<file path="src/rtl/mem_ctrl_pkg.sv">
// Shared types and encodings for the memory access controller.
package mem_ctrl_pkg;

  localparam int DEF_MEM_WORDS = 50;
  localparam int NUM_LANES     = 4;

  localparam logic [1:0] SZ_BYTE = 2'b00;
  localparam logic [1:0] SZ_HALF = 2'b01;
  localparam logic [1:0] SZ_WORD = 2'b10;

  typedef enum logic [2:0] {
    IDLE, READ, CAPTURE, MERGE_WR, WRITE, RESP
  } state_t;

endpackage

</file>
<file path="src/rtl/lane_align.sv">
// Little-endian lane extract/extend for loads and lane merge for stores.
module lane_align import mem_ctrl_pkg::*; (
  input  logic [31:0] i_word,
  input  logic [1:0]  i_lane,
  input  logic [1:0]  i_size,
  input  logic        i_signed,
  input  logic [31:0] i_wdata,
  output logic [31:0] o_ld_data,
  output logic [31:0] o_st_data
);

  logic [NUM_LANES-1:0][7:0] w_bytes;
  logic [NUM_LANES-1:0][7:0] w_merged;
  logic [NUM_LANES-1:0]      w_lane_sel;
  logic [7:0]                w_byte;
  logic [15:0]               w_half;

  assign w_bytes = i_word;

  always_comb begin
    w_byte    = w_bytes[i_lane];
    w_half    = i_lane[1] ? i_word[31:16] : i_word[15:0];
    o_ld_data = i_word;
    case (i_size)
      SZ_BYTE: o_ld_data = {{24{i_signed & w_byte[7]}}, w_byte};
      SZ_HALF: o_ld_data = {{16{i_signed & w_half[15]}}, w_half};
      default: o_ld_data = i_word;
    endcase
  end

  always_comb begin
    w_lane_sel = '0;
    case (i_size)
      SZ_BYTE: w_lane_sel[i_lane] = 1'b1;
      SZ_HALF: w_lane_sel[{i_lane[1], 1'b0} +: 2] = 2'b11;
      default: w_lane_sel = '1;
    endcase
  end

  // Each lane picks the wdata byte that lands on it, then keeps or replaces.
  for (genvar g = 0; g < NUM_LANES; g++) begin : g_lane
    logic [7:0] w_src;
    always_comb begin
      case (i_size)
        SZ_BYTE: w_src = i_wdata[7:0];
        SZ_HALF: w_src = i_wdata[8*(g%2) +: 8];
        default: w_src = i_wdata[8*g +: 8];
      endcase
    end
    assign w_merged[g] = w_lane_sel[g] ? w_src : w_bytes[g];
  end

  assign o_st_data = w_merged;

endmodule

</file>
<file path="src/rtl/mem_access_ctrl.sv">
// Request/response front end for a synchronous word memory (1-cycle read).
// Define MEM_SUBWORD_EN for byte/halfword loads and read-modify-write stores.
module mem_access_ctrl import mem_ctrl_pkg::*; #(
  parameter int MEM_WORDS = DEF_MEM_WORDS,
  parameter int ADDR_W    = 6
) (
  input  logic              clk,
  input  logic              rst_n,
  input  logic              req_valid,
  output logic              req_ready,
  input  logic              req_write,
  input  logic [ADDR_W+1:0] req_addr,
  input  logic [1:0]        req_size,
  input  logic              req_signed,
  input  logic [31:0]       req_wdata,
  output logic              rsp_valid,
  input  logic              rsp_ready,
  output logic [31:0]       rsp_rdata,
  output logic              rsp_err,
  output logic [ADDR_W-1:0] mem_address,
  output logic [31:0]       mem_writeData,
  output logic              mem_memwrite,
  output logic              mem_memread,
  input  logic [31:0]       mem_out32
);

  state_t            r_state, w_nxt;
  logic [ADDR_W-1:0] r_addr;
  logic              r_write;
  logic [31:0]       r_rdata;
  logic [31:0]       r_mem_wdata;
  logic              r_err;
  logic [ADDR_W-1:0] w_idx;
  logic              w_oob, w_sz_err, w_req_err;
  logic [31:0]       w_ld_data;

  assign w_idx     = req_addr[ADDR_W+1:2];
  assign w_oob     = (32'(w_idx) >= MEM_WORDS);
  assign w_req_err = w_oob | w_sz_err;

`ifdef MEM_SUBWORD_EN
  logic [1:0]  r_lane, r_size;
  logic        r_signed;
  logic [31:0] w_st_data;

  always_comb begin
    case (req_size)
      SZ_WORD: w_sz_err = |req_addr[1:0];
      SZ_HALF: w_sz_err = req_addr[0];
      SZ_BYTE: w_sz_err = 1'b0;
      default: w_sz_err = 1'b1;
    endcase
  end

  lane_align u_lane_align (
    .i_word    (mem_out32),
    .i_lane    (r_lane),
    .i_size    (r_size),
    .i_signed  (r_signed),
    .i_wdata   (r_mem_wdata),
    .o_ld_data (w_ld_data),
    .o_st_data (w_st_data)
  );

  always_ff @(posedge clk or negedge rst_n) begin
    if (!rst_n) begin
      r_lane   <= '0;
      r_size   <= '0;
      r_signed <= 1'b0;
    end else if (r_state == IDLE && req_valid) begin
      r_lane   <= req_addr[1:0];
      r_size   <= req_size;
      r_signed <= req_signed;
    end
  end
`else
  logic w_unused;
  assign w_unused  = req_signed;
  assign w_sz_err  = (req_size != SZ_WORD) | (|req_addr[1:0]);
  assign w_ld_data = mem_out32;
`endif

  always_ff @(posedge clk or negedge rst_n) begin
    if (!rst_n) r_state <= IDLE;
    else        r_state <= w_nxt;
  end

  always_comb begin
    w_nxt        = r_state;
    req_ready    = 1'b0;
    mem_memread  = 1'b0;
    mem_memwrite = 1'b0;
    case (r_state)
      IDLE: begin
        req_ready = 1'b1;
        if (req_valid) begin
          if (w_req_err)                          w_nxt = RESP;
          else if (req_write && req_size == SZ_WORD) w_nxt = WRITE;
          else                                    w_nxt = READ;
        end
      end
      READ: begin
        mem_memread = 1'b1;
        w_nxt       = CAPTURE;
      end
`ifdef MEM_SUBWORD_EN
      CAPTURE: w_nxt = r_write ? MERGE_WR : RESP;
      MERGE_WR: begin
        mem_memwrite = 1'b1;
        w_nxt        = RESP;
      end
`else
      CAPTURE: w_nxt = RESP;
`endif
      WRITE: begin
        mem_memwrite = 1'b1;
        w_nxt        = RESP;
      end
      RESP:    if (rsp_ready) w_nxt = IDLE;
      default: w_nxt = IDLE;
    endcase
  end

  // r_mem_wdata first holds the raw store data, then (subword) the merged word.
  always_ff @(posedge clk or negedge rst_n) begin
    if (!rst_n) begin
      r_addr      <= '0;
      r_write     <= 1'b0;
      r_rdata     <= '0;
      r_err       <= 1'b0;
      r_mem_wdata <= '0;
    end else begin
      case (r_state)
        IDLE: if (req_valid) begin
          r_addr      <= w_idx;
          r_write     <= req_write;
          r_rdata     <= '0;
          r_err       <= w_req_err;
          r_mem_wdata <= req_wdata;
        end
        CAPTURE: begin
          if (!r_write) r_rdata <= w_ld_data;
`ifdef MEM_SUBWORD_EN
          else          r_mem_wdata <= w_st_data;
`endif
        end
        RESP: if (rsp_ready) begin
          r_rdata <= '0;
          r_err   <= 1'b0;
        end
        default: ;
      endcase
    end
  end

  assign rsp_valid     = (r_state == RESP);
  assign rsp_rdata     = r_rdata;
  assign rsp_err       = r_err;
  assign mem_address   = r_addr;
  assign mem_writeData = r_mem_wdata;

endmodule

</file>
<file path="config.mk">
export PLATFORM = sky130hd
export DESIGN_NAME = mem_access_ctrl
export DESIGN_NICKNAME = d
export VERILOG_FILES = /design/src/rtl/mem_ctrl_pkg.sv /design/src/rtl/lane_align.sv /design/src/rtl/mem_access_ctrl.sv
export SDC_FILE = /design/constraint.sdc
export NUM_CORES = 1
export LEC_CHECK = 0
export ABC_AREA = 1
export CORE_ASPECT_RATIO = 0.6
export CORE_MARGIN = 1.5
export CORE_UTILIZATION = 45
export CTS_BUF_LIST = sky130_fd_sc_hd__clkbuf_2
export CTS_CLUSTER_DIAMETER = 40
export CTS_CLUSTER_SIZE = 8
export DETAILED_ROUTE_END_ITERATION = 10
export PLACE_DENSITY = 0.88
export SLEW_MARGIN = 20
export SYNTH_ARGS = -nofsm -noshare
export SYNTH_HDL_FRONTEND = slang
export SYNTH_SLANG_ARGS = --single-unit
</file>
<file path="constraint.sdc">
create_clock -name clk -period 3.4 [get_ports clk]
set_input_delay 0.85 -clock clk [delete_from_list [all_inputs] [get_ports clk]]
set_output_delay 0.85 -clock clk [all_outputs]
set_load 0.01 [all_outputs]
</file>
After elaboration in Yosys (flattened, before gate mapping)
Index checks and enable logic that the tools add are counted.
{"block": "totals", "regBits": 75, "out_inout_bits": 75}
{"block": "op_classes", "order_cmp": 1, "eq_ne": 9, "n_mux": 15, "bitwise": 2, "n_reduce_logical": 10}
{"cell": "2-to-1 mux 32 bit", "n": 3}
{"cell": "one-hot mux 32 bit (3 select lines)", "n": 1}
{"cell": "2-to-1 mux 3 bit", "n": 4}
{"cell": "one-hot mux 3 bit (4 select lines)", "n": 1}
{"cell": "== test 3 bit, second input constant", "n": 2}
{"cell": "greater-or-equal comparator 6 bit, second input constant", "n": 1}
{"cell": "inequality test 2 bit, second input constant", "n": 3}
{"cell": "2-to-1 mux 1 bit", "n": 5}
{"cell": "AND reduction 2 bit", "n": 2}
{"cell": "AND reduction 4 bit", "n": 1}
{"cell": "OR reduction 2 bit", "n": 2}
{"cell": "== test 3 x 1 -> 1 bit, second input constant", "n": 1}
{"cell": "== test 3 x 2 -> 1 bit, second input constant", "n": 1}
{"cell": "logical NOT 3 bit", "n": 1}
{"cell": "AND reduction 3 bit", "n": 1}
{"cell": "nonzero test 3 bit", "n": 1}
{"cell": "== test 2 bit, second input constant", "n": 1}
{"cell": "inequality test 2 x 1 -> 1 bit, second input constant", "n": 1}
{"cell": "OR 1 bit", "n": 2}
{"cell": "one-hot mux 1 bit (2 select lines)", "n": 1}
{"cell": "nonzero test 2 bit", "n": 1}
{"cell": "logical AND 1 bit", "n": 1}

Longest topological paths before layout
{"block": "logic_depth", "word_depth": 6, "mapped_depth": 9}

Worst setup path before layout
OpenSTA, ideal clock, no wires.
{"block": "synth_path", "kind": "register -> output", "start": "register r_state[2]", "end": "output req_ready", "arrival_time_ns": 0.724, "t_required_ns": 2.550, "setup_slack_ns": 1.826, "path_stages_with_launch": 4, "path_cell_list": "dfrtp_1 -> nor2_2 -> nand2_2 -> inv_2"}
{"block": "synth_between", "elab_chain_len": 2}
{"element": "from (decl)", "line": "mem_access_ctrl.sv:27", "rtl": "state_t r_state, w_nxt;"}
{"element": "from (signal assigned)", "line": "mem_access_ctrl.sv:85", "rtl": "else r_state <= w_nxt;"}
{"element": "logical NOT 3 bit", "line": "mem_access_ctrl.sv:93", "rtl": "case (r_state)"}
{"element": "2-to-1 mux 1 bit", "line": "mem_access_ctrl.sv:93"}
{"element": "to (decl)", "line": "mem_access_ctrl.sv:10", "rtl": "output logic req_ready,"}
No other way between the ends.

Worst setup path after layout
Same ends and word-level chain as after synthesis.

==> flow_metrics.py <==
metrics = {
    "status": {
        "status": "finished, violations left",
        "violations": "DRC",
    },
    "logic_synthesis": {
        "synth_nets": 437,
        "yosys.area.top_type": "dfrtp_1",
        "synthesis.area_mm2": 0.00321,
        "yosysWarnings": 0,
        "synth.area.top_cells": "dfrtp_1 (59%), nand2_1 (23%), o21ai_2 (9.0%)",
        "ys_types": 14,
        "synthCells": 357,
        "postSynthAreaPerCell_um2": 8.98,
        "synth_top_area_share_pct": 58.5,
        "ys_ff_latch": 75,
        "ys_seq_area_share_pct": 58.5,
    },
    "worst_setup_path": {
        "r2r_cells": 7,
        "startpoint": "r_state[2]",
        "slowest_stage": "clkdlybuf4s50_1",
        "worstReg2RegEnd": "mem_writeData[9]",
        "cpPeakStageDelay_ns": 0.56,
        "cp_cell_sequence": "nor2_2 > nand2_2 > inv_2 > clkdlybuf4s50_1",
        "critical_path_class": "register to primary output",
        "crit_fanout": 5,
        "cp-start-kind": "register",
        "arrival_ns": 1.86,
        "endpoint": "req_ready",
        "endpoint_kind": "primary output",
        "worstReg2RegStart": "r_state[2]",
        "worst-endpoint-required_ns": 2.55,
        "r2r_setup_slack_ns": 1.44,
    },
    "final_layout": {
        "finalNetCount": 584,
        "fin_area_mm2": 0.00480,
        "syn2layout_area_growth_pct": 49.6,
        "drive_gt1_share_pct": 11.2,
        "antenna_cells": 0,
        "fin_cells": 596,
    },
    "timing": {
        "fmax_ghz": 0.369,
        "tightest_slew_ns": 0.980,
        "setup_tns_ns": 0,
        "hold_viol": 0,
        "fin_crit_ns": 2.71,
        "clock-skew-final_ns": 0.0193,
        "rsz0062_at_grt": "false",
        "finalWorstSetupSlack_ns": 0.691,
        "fin_crit_sh_pct": 79.7,
        "drv_slew": 0,
        "relSlewSlack_pct": 34.6,
        "setup_viol": 0,
    },
    "clocking": {
        "root_buffer": "clkbuf_2",
        "clk_pin_slew_ns": 0.22,
        "cts_setup_buffers": 0,
        "cts.sinks": 75,
        "cts_tree": "done",
        "ctsResizeCount": 0,
        "clk_path_buf_depth": 2,
        "insertion_delay_ns": 0.48,
        "cts_max_level": 3,
        "ctsHoldBuffers": 0,
        "cts_inserted_buffers": 9,
    },
    "global_route": {
        "antenna_found_initial": 0,
        "grt_pass1_wl_um": 12800,
        "grt_pass1_vias": 2677,
        "grt_usage_pct": 21.6,
        "grt_max_degree": 76,
        "grt_overflow": 0,
    },
    "placed_design": {
        "io_buffers": 153,
        "gp_congestion": 0.751,
        "hpwl_um": 5650,
        "dp_cells": 580,
        "dp_slack_ns": 0.811,
        "dpl_cell_area_mm2": 0.00471,
    },
    "detailed_routing": {
        "antenna_left": 0,
        "routedWlPerCell_um": 13.6,
        "drtIter0Drc": 179,
        "drt-total-wl_um": 8090,
        "drc": 10,
        "via_per_inst": 4.69,
        "route.vias.total": 2796,
        "dr.pass1.iters": 8,
    },
    "power_and_ir_drop": {
        "intPower_mw": 2.25,
        "p_switching_mw": 1.57,
        "clockPowerShare_pct": 10.8,
        "ir_drop_v": 0.000399,
        "power_density_mw_per_mm2": 796,
        "power_mw": 3.82,
        "comb_power_share_pct": 51.6,
        "p_leak_nw": 2.25,
        "seqPwrFrac_pct": 37.6,
        "netSwitchingFraction_pct": 41.2,
    },
    "die": {
        "die_y_um": 68.4,
        "core_mm2": 0.00679,
        "die_area_mm2": 0.00766,
        "io_pins": 155,
        "initial_core_util_pct": 47.2,
        "fp-row-count": 23,
        "die_w_um": 112,
    },
    "min_path": {
        "hold_class": "input port to async pin",
    },
    "job": {
        "maxCapViolCount": 0,
    },
}
## how the worst min path moves through the flow
stage / cells past startpoint / slack (ns) / end
finish: 1 / 0.47 / mem_writeData[15]
global route: 1 / 0.45 / mem_writeData[15]
CTS: 1 / 0.46 / mem_writeData[6]
detailed placement: 2 / 0.46 / mem_writeData[18]
global placement: 2 / 0.46 / mem_address[4]
floorplan: 2 / 0.45 / r_write
## synth_stat cells (all sizes together)
master,instances
nand2,201
o21ai,35
inv,15
nand3,4
clkbuf,3
dfrtp,75
buf,14
nor2,10
## worst max-delay path, delay by kind of cell (launching register included)
| kind | cells | cell delay, ns |
|---|---|---|
| flops | 1 | 0.47 |
| simple gates | 2 | 0.26 |
| buf+inv | 2 | 0.66 |
## registers in the layout, indices dropped and copies added (netlist names)
register,cells
r_state,3
mem_address,6
r_write,1
mem_writeData,32
rsp_err,1
rsp_rdata,32
## layout by cell type (no fill, tap or decap)
cell type,instances
clkbuf_2,9
nor2_1,7
clkinv_2,1
buf_4,1
nand2_2,1
o21ai_2,33
nor2_2,3
clkinvlp_4,3
inv_2,3
clkinv_1,2
dfrtp_1,75
inv_6,1
nand2_4,2
inv_1,12
o21ai_0,2
nand3_1,4
clkdlybuf4s50_1,152
nand2_1,198
## metal layers
metal  up-vias  wire [um]  track usage [%]
met3        10        821             10.2
met5         -          0                0
li1       1386          -                -
met1      1289       3440             26.3
met4         0         85             5.85
met2       111       3740             35.3
## cell families after synthesis
| family | share of synthesized area, % |
|---|---|
| flops | 58.5 |
| simple gates | 26.1 |
| compound gates | 9.33 |
| buf+inv | 6.05 |
## power groups by stage
stage	registers, mW	clock network, mW	logic, mW
finish	1.44	0.412	1.97
detailed placement	1.45	0	1.99
floorplan	1.59	0	0.990
global route	1.48	0.479	2.16
CTS	1.44	0.433	2.00
global placement	1.43	0	1.94
## final cells by class
class | count | area, um^2
clock buffers | 9 | 45.0
clock inverters | 7 | 43.8
fillers | 529 | 2000
inverters | 15 | 56.3
multi-input cells | 250 | 1140
flip-flops and latches | 75 | 1880
well taps | 87 | 109
repair buffers | 153 | 1530
## metrics by stage
| stage | util [%] | hold WS [ns] |
|---|---|---|
| after detailed placement | 69.3 | 0.465 |
| after floorplan | - | 0.453 |
| final | 70.6 | 0.465 |
| after global routing | 70.6 | 0.453 |
| after global placement | 69.3 | 0.461 |
| after CTS | 70.6 | 0.456 |
(Power assumes the default switching activity.)
